### src/rtl/axis_rgb_window3x3_pkg.sv
// Shared widths, default frame geometry and window bit-offset helper for the
// 3x3 RGB window generator.
package axis_rgb_window3x3_pkg;

    localparam int PIX_W     = 24;
    localparam int WIN_N     = 9;
    localparam int WIN_W     = PIX_W * WIN_N;
    localparam int IMG_W_DEF = 32;
    localparam int IMG_H_DEF = 32;

    typedef logic [PIX_W-1:0] pixel_t;
    typedef logic [WIN_W-1:0] window_t;

    // Element k = 3*r + c, r=0 is the top (oldest) row, c=0 the leftmost column.
    function automatic int winOffset(input int r, input int c);
        return PIX_W * (3 * r + c);
    endfunction

endpackage

### src/rtl/axis_rgb_window3x3_if.sv
// AXI-Stream style handshake bundle used for both the pixel input and the
// window output of axis_rgb_window3x3.
interface axis_rgb_window3x3_if
    import axis_rgb_window3x3_pkg::*;
#(
    parameter int DATA_W = PIX_W
);
    logic              tvalid;
    logic [DATA_W-1:0] tdata;
    logic              tlast;
    logic              tready;

    modport master (output tvalid, output tdata, output tlast, input tready);
    modport slave  (input tvalid, input tdata, input tlast, output tready);
endinterface

### src/rtl/axis_rgb_window3x3_line_buffer2.sv
// Two stacked row buffers of IMG_W pixels: combinational read at the current
// column, and on write the older row takes the newer row's pixel.
module axis_line_buffer2
    import axis_rgb_window3x3_pkg::*;
#(
    parameter int  IMG_W = IMG_W_DEF,
    localparam int COL_W = $clog2(IMG_W)
) (
    input  logic             clk,
    input  logic             wrEn_i,
    input  logic [COL_W-1:0] col_i,
    input  pixel_t           pix_i,
    output pixel_t           lb0_o,
    output pixel_t           lb1_o
);

    pixel_t lb0_q [IMG_W];
    pixel_t lb1_q [IMG_W];

    assign lb0_o = lb0_q[col_i];
    assign lb1_o = lb1_q[col_i];

    // No reset: contents are only trusted once two fresh rows have been written.
    always_ff @(posedge clk) begin
        if (wrEn_i) begin
            lb1_q[col_i] <= lb0_q[col_i];
            lb0_q[col_i] <= pix_i;
        end
    end

endmodule

### src/rtl/axis_rgb_window3x3.sv
// Raster RGB stream to 3x3 neighbourhood stream (valid positions only).
// Optional macro FRAME_CHECK_EN: honours s.tlast for resync and adds frame_err.
module axis_rgb_window3x3
    import axis_rgb_window3x3_pkg::*;
#(
    parameter int IMG_W = IMG_W_DEF,
    parameter int IMG_H = IMG_H_DEF
) (
    input  logic                  clk,
    input  logic                  rst_n,
    axis_rgb_window3x3_if.slave   s,
    axis_rgb_window3x3_if.master  m
`ifdef FRAME_CHECK_EN
    ,
    output logic                  frame_err
`endif
);

    localparam int COL_W = $clog2(IMG_W);
    localparam int ROW_W = $clog2(IMG_H);

    logic [COL_W-1:0] col_q, col_d;
    logic [ROW_W-1:0] row_q, row_d;
    window_t          win_q, win_d;
    pixel_t           lbMid, lbTop;
    logic             accept, lastPos, winOk, resync;
    logic             mValid_q, mValid_d;
    logic             mLast_q, mLast_d;
    window_t          mData_q, mData_d;

    assign s.tready = !mValid_q || m.tready;
    assign accept   = s.tvalid && s.tready;
    assign lastPos  = (row_q == ROW_W'(IMG_H - 1)) && (col_q == COL_W'(IMG_W - 1));
    assign winOk    = accept && (row_q >= ROW_W'(2)) && (col_q >= COL_W'(2));

`ifdef FRAME_CHECK_EN
    logic frameErr_q;

    assign resync    = lastPos || s.tlast;
    assign frame_err = frameErr_q;

    always_ff @(posedge clk) begin
        if (!rst_n) begin
            frameErr_q <= 1'b0;
        end else begin
            frameErr_q <= accept && (s.tlast != lastPos);
        end
    end
`else
    logic unusedTlast;

    assign resync      = lastPos;
    assign unusedTlast = s.tlast;
`endif

    axis_line_buffer2 #(
        .IMG_W (IMG_W)
    ) u_lineBuf (
        .clk    (clk),
        .wrEn_i (accept),
        .col_i  (col_q),
        .pix_i  (s.tdata),
        .lb0_o  (lbMid),
        .lb1_o  (lbTop)
    );

    always_comb begin
        col_d = col_q;
        row_d = row_q;
        if (accept) begin
            if (resync) begin
                col_d = '0;
                row_d = '0;
            end else if (col_q == COL_W'(IMG_W - 1)) begin
                col_d = '0;
                row_d = row_q + ROW_W'(1);
            end else begin
                col_d = col_q + COL_W'(1);
            end
        end
    end

    // Shift the window left and insert the new column {top, middle, incoming}.
    always_comb begin
        win_d = win_q;
        for (int r = 0; r < 3; r++) begin
            win_d[winOffset(r, 0) +: PIX_W] = win_q[winOffset(r, 1) +: PIX_W];
            win_d[winOffset(r, 1) +: PIX_W] = win_q[winOffset(r, 2) +: PIX_W];
        end
        win_d[winOffset(0, 2) +: PIX_W] = lbTop;
        win_d[winOffset(1, 2) +: PIX_W] = lbMid;
        win_d[winOffset(2, 2) +: PIX_W] = s.tdata;
    end

    always_comb begin
        mValid_d = mValid_q;
        mLast_d  = mLast_q;
        mData_d  = mData_q;
        if (winOk) begin
            mValid_d = 1'b1;
            mLast_d  = lastPos;
            mData_d  = win_d;
        end else if (mValid_q && m.tready) begin
            mValid_d = 1'b0;
            mLast_d  = 1'b0;
        end
    end

    always_ff @(posedge clk) begin
        if (accept) begin
            win_q <= win_d;
        end
    end

    always_ff @(posedge clk) begin
        if (!rst_n) begin
            col_q    <= '0;
            row_q    <= '0;
            mValid_q <= 1'b0;
            mLast_q  <= 1'b0;
            mData_q  <= '0;
        end else begin
            col_q    <= col_d;
            row_q    <= row_d;
            mValid_q <= mValid_d;
            mLast_q  <= mLast_d;
            mData_q  <= mData_d;
        end
    end

    assign m.tvalid = mValid_q;
    assign m.tlast  = mLast_q;
    assign m.tdata  = mData_q;

endmodule

### src/flat_wrapper.sv
// flat-port wrapper written by rule: the top's interface ports become plain ports
module axis_rgb_window3x3_flat import axis_rgb_window3x3_pkg::*;
#(
    parameter int IMG_W = IMG_W_DEF,
    parameter int IMG_H = IMG_H_DEF
)
  (clk, rst_n, s_tvalid, s_tdata, s_tlast, s_tready, m_tvalid, m_tdata, m_tlast, m_tready);
  axis_rgb_window3x3_if #(.DATA_W(PIX_W)) s_i ();
  axis_rgb_window3x3_if #(.DATA_W(WIN_W)) m_i ();
  input  logic clk;
  input  logic rst_n;
  input wire logic [$bits(s_i.tvalid)-1:0] s_tvalid;
  input wire logic [$bits(s_i.tdata)-1:0] s_tdata;
  input wire logic [$bits(s_i.tlast)-1:0] s_tlast;
  output wire logic [$bits(s_i.tready)-1:0] s_tready;
  output wire logic [$bits(m_i.tvalid)-1:0] m_tvalid;
  output wire logic [$bits(m_i.tdata)-1:0] m_tdata;
  output wire logic [$bits(m_i.tlast)-1:0] m_tlast;
  input wire logic [$bits(m_i.tready)-1:0] m_tready;
  assign s_i.tvalid = s_tvalid;
  assign s_i.tdata = s_tdata;
  assign s_i.tlast = s_tlast;
  assign s_tready = s_i.tready;
  assign m_tvalid = m_i.tvalid;
  assign m_tdata = m_i.tdata;
  assign m_tlast = m_i.tlast;
  assign m_i.tready = m_tready;
  axis_rgb_window3x3 #(.IMG_W(IMG_W), .IMG_H(IMG_H)) u_core (.clk(clk), .rst_n(rst_n), .s(s_i), .m(m_i));
endmodule
### config.mk
export PLATFORM = sky130hd
export DESIGN_NAME = axis_rgb_window3x3_flat
export DESIGN_NICKNAME = d
export VERILOG_FILES = /design/src/rtl/axis_rgb_window3x3_pkg.sv /design/src/rtl/axis_rgb_window3x3_if.sv /design/src/rtl/axis_rgb_window3x3_line_buffer2.sv /design/src/rtl/axis_rgb_window3x3.sv /design/src/flat_wrapper.sv
export SDC_FILE = /design/constraint.sdc
export NUM_CORES = 2
export LEC_CHECK = 0
export BUFFER_PORTS_ARGS = -buffer_cell sky130_fd_sc_hd__buf_4
export CORE_UTILIZATION = 45
export DETAILED_ROUTE_END_ITERATION = 10
export GPL_TIMING_DRIVEN = 1
export PLACE_DENSITY_LB_ADDON = 0.25
export SYNTH_ARGS = -nofsm -noshare
export SYNTH_HDL_FRONTEND = slang
export SYNTH_HIERARCHICAL = 1
export SYNTH_SLANG_ARGS = --single-unit
### constraint.sdc
create_clock -name clk -period 11.15 [get_ports clk]
set_input_delay 1.6725 -clock clk [delete_from_list [all_inputs] [get_ports clk]]
set_output_delay 1.6725 -clock clk [all_outputs]
set_load 0.01 [all_outputs]
# Word level (Yosys, flattened, before mapping)
# Memories as Yosys holds them, arrays and structs flattened. A register that Yosys moved wholly into a read port is not among the register bits.
# Index checks and enable logic that the tools add are counted.
[totals]
register_bits = 444
memories = 2
wordCells = 37
ramBits = 1536
output_inout_bits = 219
inputBits = 29
[classes]
n_reduce_logical = 10
n_addsub = 2
order_cmp = 2
n_mux = 13
n_eq_ne = 2
[mem_list]
columns = ["name", "depth", "word_bits", "rd", "rd_ports_with_merged_regs", "write_ports", "line_no", "source"]
rows = [
  ["u_core.u_lineBuf.lb0_q", 32, 24, 1, 1, 1, "axis_rgb_window3x3_line_buffer2.sv:17", "pixel_t lb0_q [IMG_W];"],
  ["u_core.u_lineBuf.lb1_q", 32, 24, 1, 1, 1, "axis_rgb_window3x3_line_buffer2.sv:18", "pixel_t lb1_q [IMG_W];"],
]
[op_table]
columns = ["operator", "n"]
rows = [
  ["two-way mux 5 bit", 8],
  ["adder 5 x 1 -> 5 bit, second input constant", 2],
  ["== test 5 bit, second input constant", 2],
  [">= comparator 5 x 2 -> 1 bit, second input constant", 2],
  ["logical AND 1 bit", 5],
  ["two-way mux 1 bit", 5],
  ["nonzero test 2 bit", 2],
  ["AND reduction 2 bit", 1],
  ["zero test 1 bit", 1],
  ["logical OR 1 bit", 1],
]

# Logic depth before layout (Yosys ltp)
[depth]
depth_word = 6
ltp_mapped = 10
depth_no_buf = 7

# Modules after synthesis
# Netlist, hierarchy kept.
[modules_own_cells]
columns = ["module", "cells_per_inst", "area_per_inst_um2", "seq_area_each_um2", "n_inst"]
rows = [
  ["axis_line_buffer2", 3068, 58154.5, 46124.2, 1],
  ["axis_rgb_window3x3", 1156, 13492.9, 8888.5, 1],
]

# Worst setup path before layout
# OpenSTA, ideal clock, no wires.
[synth_path]
path_type = "input to register"
from = "input m_tready"
to = "memory u_core/u_lineBuf/lb0_q[25][0] in the netlist's numbering, enable pin"
required_ns = 10.637
setup_slack_ns = 1.367
setup_time_ns = 0.513
path_buffers = 1
cell_stages = 6
t_arrival_ns = 9.270
cell_sequence = "nand2b_1 > nand2_1 > clkbuf_1 > inv_1 > nand3b_1 > nor3_1"
[synth_between]
elab_chain_len = 4
[synth_lines]
columns = ["item", "line_no", "source"]
rows = [
  ["start: declaration", "flat_wrapper.sv:19", "input wire logic [$bits(m_i.tready)-1:0] m_tready;"],
  ["logical OR 1 bit", "axis_rgb_window3x3.sv:31", "assign s.tready = !mValid_q || m.tready;"],
  ["logical AND 1 bit", "axis_rgb_window3x3.sv:32", "assign accept = s.tvalid && s.tready;"],
  ["via u_core.accept", "axis_rgb_window3x3.sv:26", "logic accept, lastPos, winOk, resync;"],
  ["two-way mux 1 bit", "axis_rgb_window3x3_line_buffer2.sv:25", "if (wrEn_i) begin"],
  ["two-way mux 1 bit (not written as such)", "axis_rgb_window3x3_line_buffer2.sv:27", "lb0_q[col_i] <= pix_i;"],
  ["end: declaration", "axis_rgb_window3x3_line_buffer2.sv:17", ""],
]
# The timed path passes the listed nets, and every way through them passes these cells.

# Worst setup path after layout
[layout_path]
from = "input m_tready"
to = "memory u_core/u_lineBuf/lb0_q[5][19] in the netlist's numbering, enable pin"
# The elaborated chain is that of the path after synthesis.

==> qor.csv <==
stage;metric;value;unit
flow_run;Max-Cap Viols;0;
clock_tree;clock buffer depth;3;
finish;Final Instance Area;81900;um^2
worst_setup_path;Crit. End Element;flip-flop;
pwr;Pleak;25.8;nW
sta;Max Slew Vio Count;0;
clock_tree;Post-CTS Setup Repair Bufs;0;
global_route;GR Overflow Total;0;
floorplanning;DIE WIDTH;401;um
clock_tree;clk slew on worst S/H paths;60;ps
min_path;Min-Delay Path Class;reg -> reg;
sta;setup TNS;0;ps
routing;drt total wl;175;mm
clock_tree;Worst-Skew Late Latency;820;ps
routing;initial DRC count;3606;
worst_setup_path;RR Startpoint;u_core/col_q[1]$_SDFFE_PN0P_;
synth;synthesized cell area;71600;um^2
pwr;Peak VDD IR;0.161;mV
finish;non-filler cells, final;6737;
global_route;pin count of the biggest net entering global routing;212;
sta;fmax;193;MHz
placed_design;placed cells;6387;
placed_design;Placer Congestion;0.753;
sta;crit path time final;5170;ps
synth;post-synthesis sequential element count;1908;
clock_tree;CTS resizes;0;
clock_tree;Num Clock Sinks;1908;
sta;Final Hold Viols;0;
global_route;first-pass GRT wire length;251;mm
sta;RSZ-0062 raised after global routing;no;
min_path;hold path start;u_core/win_q[206]$_DFFE_PP_;
routing;DR DRC count;0;
routing;via count;38125;
pwr;pwr dens;179;nW/um^2
floorplanning;cell row count;146;
routing;met2 WL;84.2;mm
sta;setup violators final;0;
finish;area grow syn2layout;14.4;%
worst_setup_path;Critical Path Source Type;input port;
sta;Worst slew margin;7.87;%
clock_tree;CTS root buf;clkbuf_16;
clock_tree;CTS H-Tree Depth;4;
worst_setup_path;Critical Path Fanout Max;81;
global_route;antenna violations before repair;6;
synth;sequential area share after synthesis;76.8;%
synth;Ys Warns;6;
routing;drt via density;5.66;
global_route;vias in the first global route;36775;
floorplanning;die span in y;401;um
pwr;Tot Pwr;14.7;mW
placed_design;DP Area;76000;um^2
routing;top routing layer in use;met5;
placed_design;pre-CTS setup slack;5120;ps
floorplanning;core area;158000;um^2
routing;DR WL/cell;25.9;um
global_route;GRT Total Usage;21.3;%
synth;Mapped Cells;4224;
clock_tree;CTS tree;yes;
placed_design;port bufs;246;
routing;antenna viol nets, final;0;
sta;Final WS setup;5980;ps
worst_setup_path;Worst Setup SP;m_tready;
sta;period utilization;46.4;%
worst_setup_path;Crit Path Class;in -> reg;
routing;M1 WL;75.9;mm
worst_setup_path;Critical Path RT;11560;ps
routing;Detailed Routing Iterations Pass 1;5;
outcome;status;finished clean;
floorplanning;Ports;248;
floorplanning;initial core utilization;45.3;%
sta;Clock Skew;43.3;ps
finish;layout cells sized above 1;13.9;%
sta;actual slew at the worst max-slew pin;1370;ps
synth;post-synth net total;4260;
placed_design;hpwl dp;92.0;mm
synth;Post-Synthesis Mean Instance Area;17.0;um^2
worst_setup_path;crit path DAT;5580;ps
floorplanning;Die ar.;161000;um^2
routing;DR WL met3;10.3;mm
clock_tree;cts hold-fix bufs;0;
finish;Post-layout nets;4542;
clock_tree;CTS Buf Count;189;
synth;synth unique cells;31;
-- routing by layer --
layer	up-vias	GRT usage, %
li1	17051	-
met1	19614	29.5
met2	1203	34.9
met3	255	3.09
met4	2	6.42
met5	-	0
-- through the flow --
stage               util [%]  hold slack (ps)
floorplan                  -              426
global placement        48.1              430
detailed placement      48.1              432
CTS                     51.8              428
global route            51.8              429
finish                  51.8              425
-- critical path, cell delays in order --
cell and delay (ps):
buf_4 80, nand2b_1 220, nand2_1 330, inv_6 690, nand3b_1 800, nor2_4 1050, buf_4 670
-- flip-flops by register name, summed over array words and instances (netlist names) --
| name | count |
|---|---|
| u_core/col_q | 5 |
| u_core/m.tdata | 216 |
| u_core/m.tlast | 1 |
| u_core/m.tvalid | 1 |
| u_core/row_q | 5 |
| u_core/u_lineBuf/lb0_q | 768 |
| u_core/u_lineBuf/lb1_q | 768 |
| u_core/win_q | 144 |
-- cell usage after synthesis (all sizes together) --
cell type     n  share of area [%]
edfxtp     1680                 70
mux2i       985                 14
nand2       491                2.6
o22ai       385                3.4
dfxtp       228                6.4
buf         148                1.1
clkbuf      100               0.52
nor4         96               0.84
nor2         32               0.17
a21boi       11               0.12
ha            7               0.12
nand3         7              0.049
nand4bb       6              0.094
nand4b        5              0.061
or3           5              0.044
or3b          5              0.061
or4b          5              0.070
nand3b        4              0.042
nor3          4              0.028
o21ai         4              0.028
or4           4              0.042
inv           3              0.016
a31oi         2              0.017
and3          2              0.017
nand2b        2              0.017
and2          1             0.0087
nand4         1             0.0087
o221ai        1              0.012
-- cell type report --
type / count / area [um^2]
Fill cell: 12737 / 76200
Clock buffer: 268 / 5180
Sequential cell: 1908 / 55000
Tap cell: 2072 / 2590
Multi-Input combinational cell: 2065 / 15800
Inverter: 3 / 16.3
Clock inverter: 81 / 742
Antenna cell: 1 / 2.50
Timing Repair Buffer: 339 / 2620
-- cell families (layout without fill, tap and decap cells) --
| family | Yosys count | count (layout) | synth area share, % |
|---|---|---|---|
| compound gates | 403 | 403 | 3.53 |
| flops | 1908 | 1908 | 76.8 |
| other cells | 0 | 1 | 0 |
| mux | 985 | 985 | 13.8 |
| buf+inv | 251 | 691 | 1.68 |
| fa+ha+maj | 7 | 7 | 0.122 |
| simple gates | 670 | 670 | 4.12 |
-- path summary, 6_finish.rpt --
kind	endpoint	cells after the start	slack, ps
max	u_core/u_lineBuf/lb0_q[5][19]$_DFFE_PP_	7	5980
max reg2reg	u_core/u_lineBuf/lb1_q[0][11]$_DFFE_PP_	6	6240
min reg2reg	u_core/win_q[182]$_DFFE_PP_	0	420
min	u_core/win_q[182]$_DFFE_PP_	0	420
-- power breakdown --
part | switching, mW | leakage [nW] | internal (mW)
logic | 0.479 | 5.85 | 0.179
registers | 0.0295 | 17.1 | 7.94
clock network | 2.66 | 2.88 | 3.41
total | 3.17 | 25.8 | 11.5
-- cells in the final DEF (no fill, tap or decap), types with 6 or more instances in the layout --
cell / count
a21boi_0: 9
buf_4: 333
bufinv_16: 7
clkbuf_1: 64
clkbuf_16: 189
clkbuf_8: 15
clkinv_1: 30
clkinv_2: 26
dfxtp_1: 227
edfxtp_1: 1680
ha_1: 7
inv_6: 7
mux2i_1: 985
nand2_1: 489
nand3_1: 7
nand4bb_4: 6
nor2_4: 29
nor4_1: 96
o22ai_1: 385
Power figures use the tool's default switching activity.
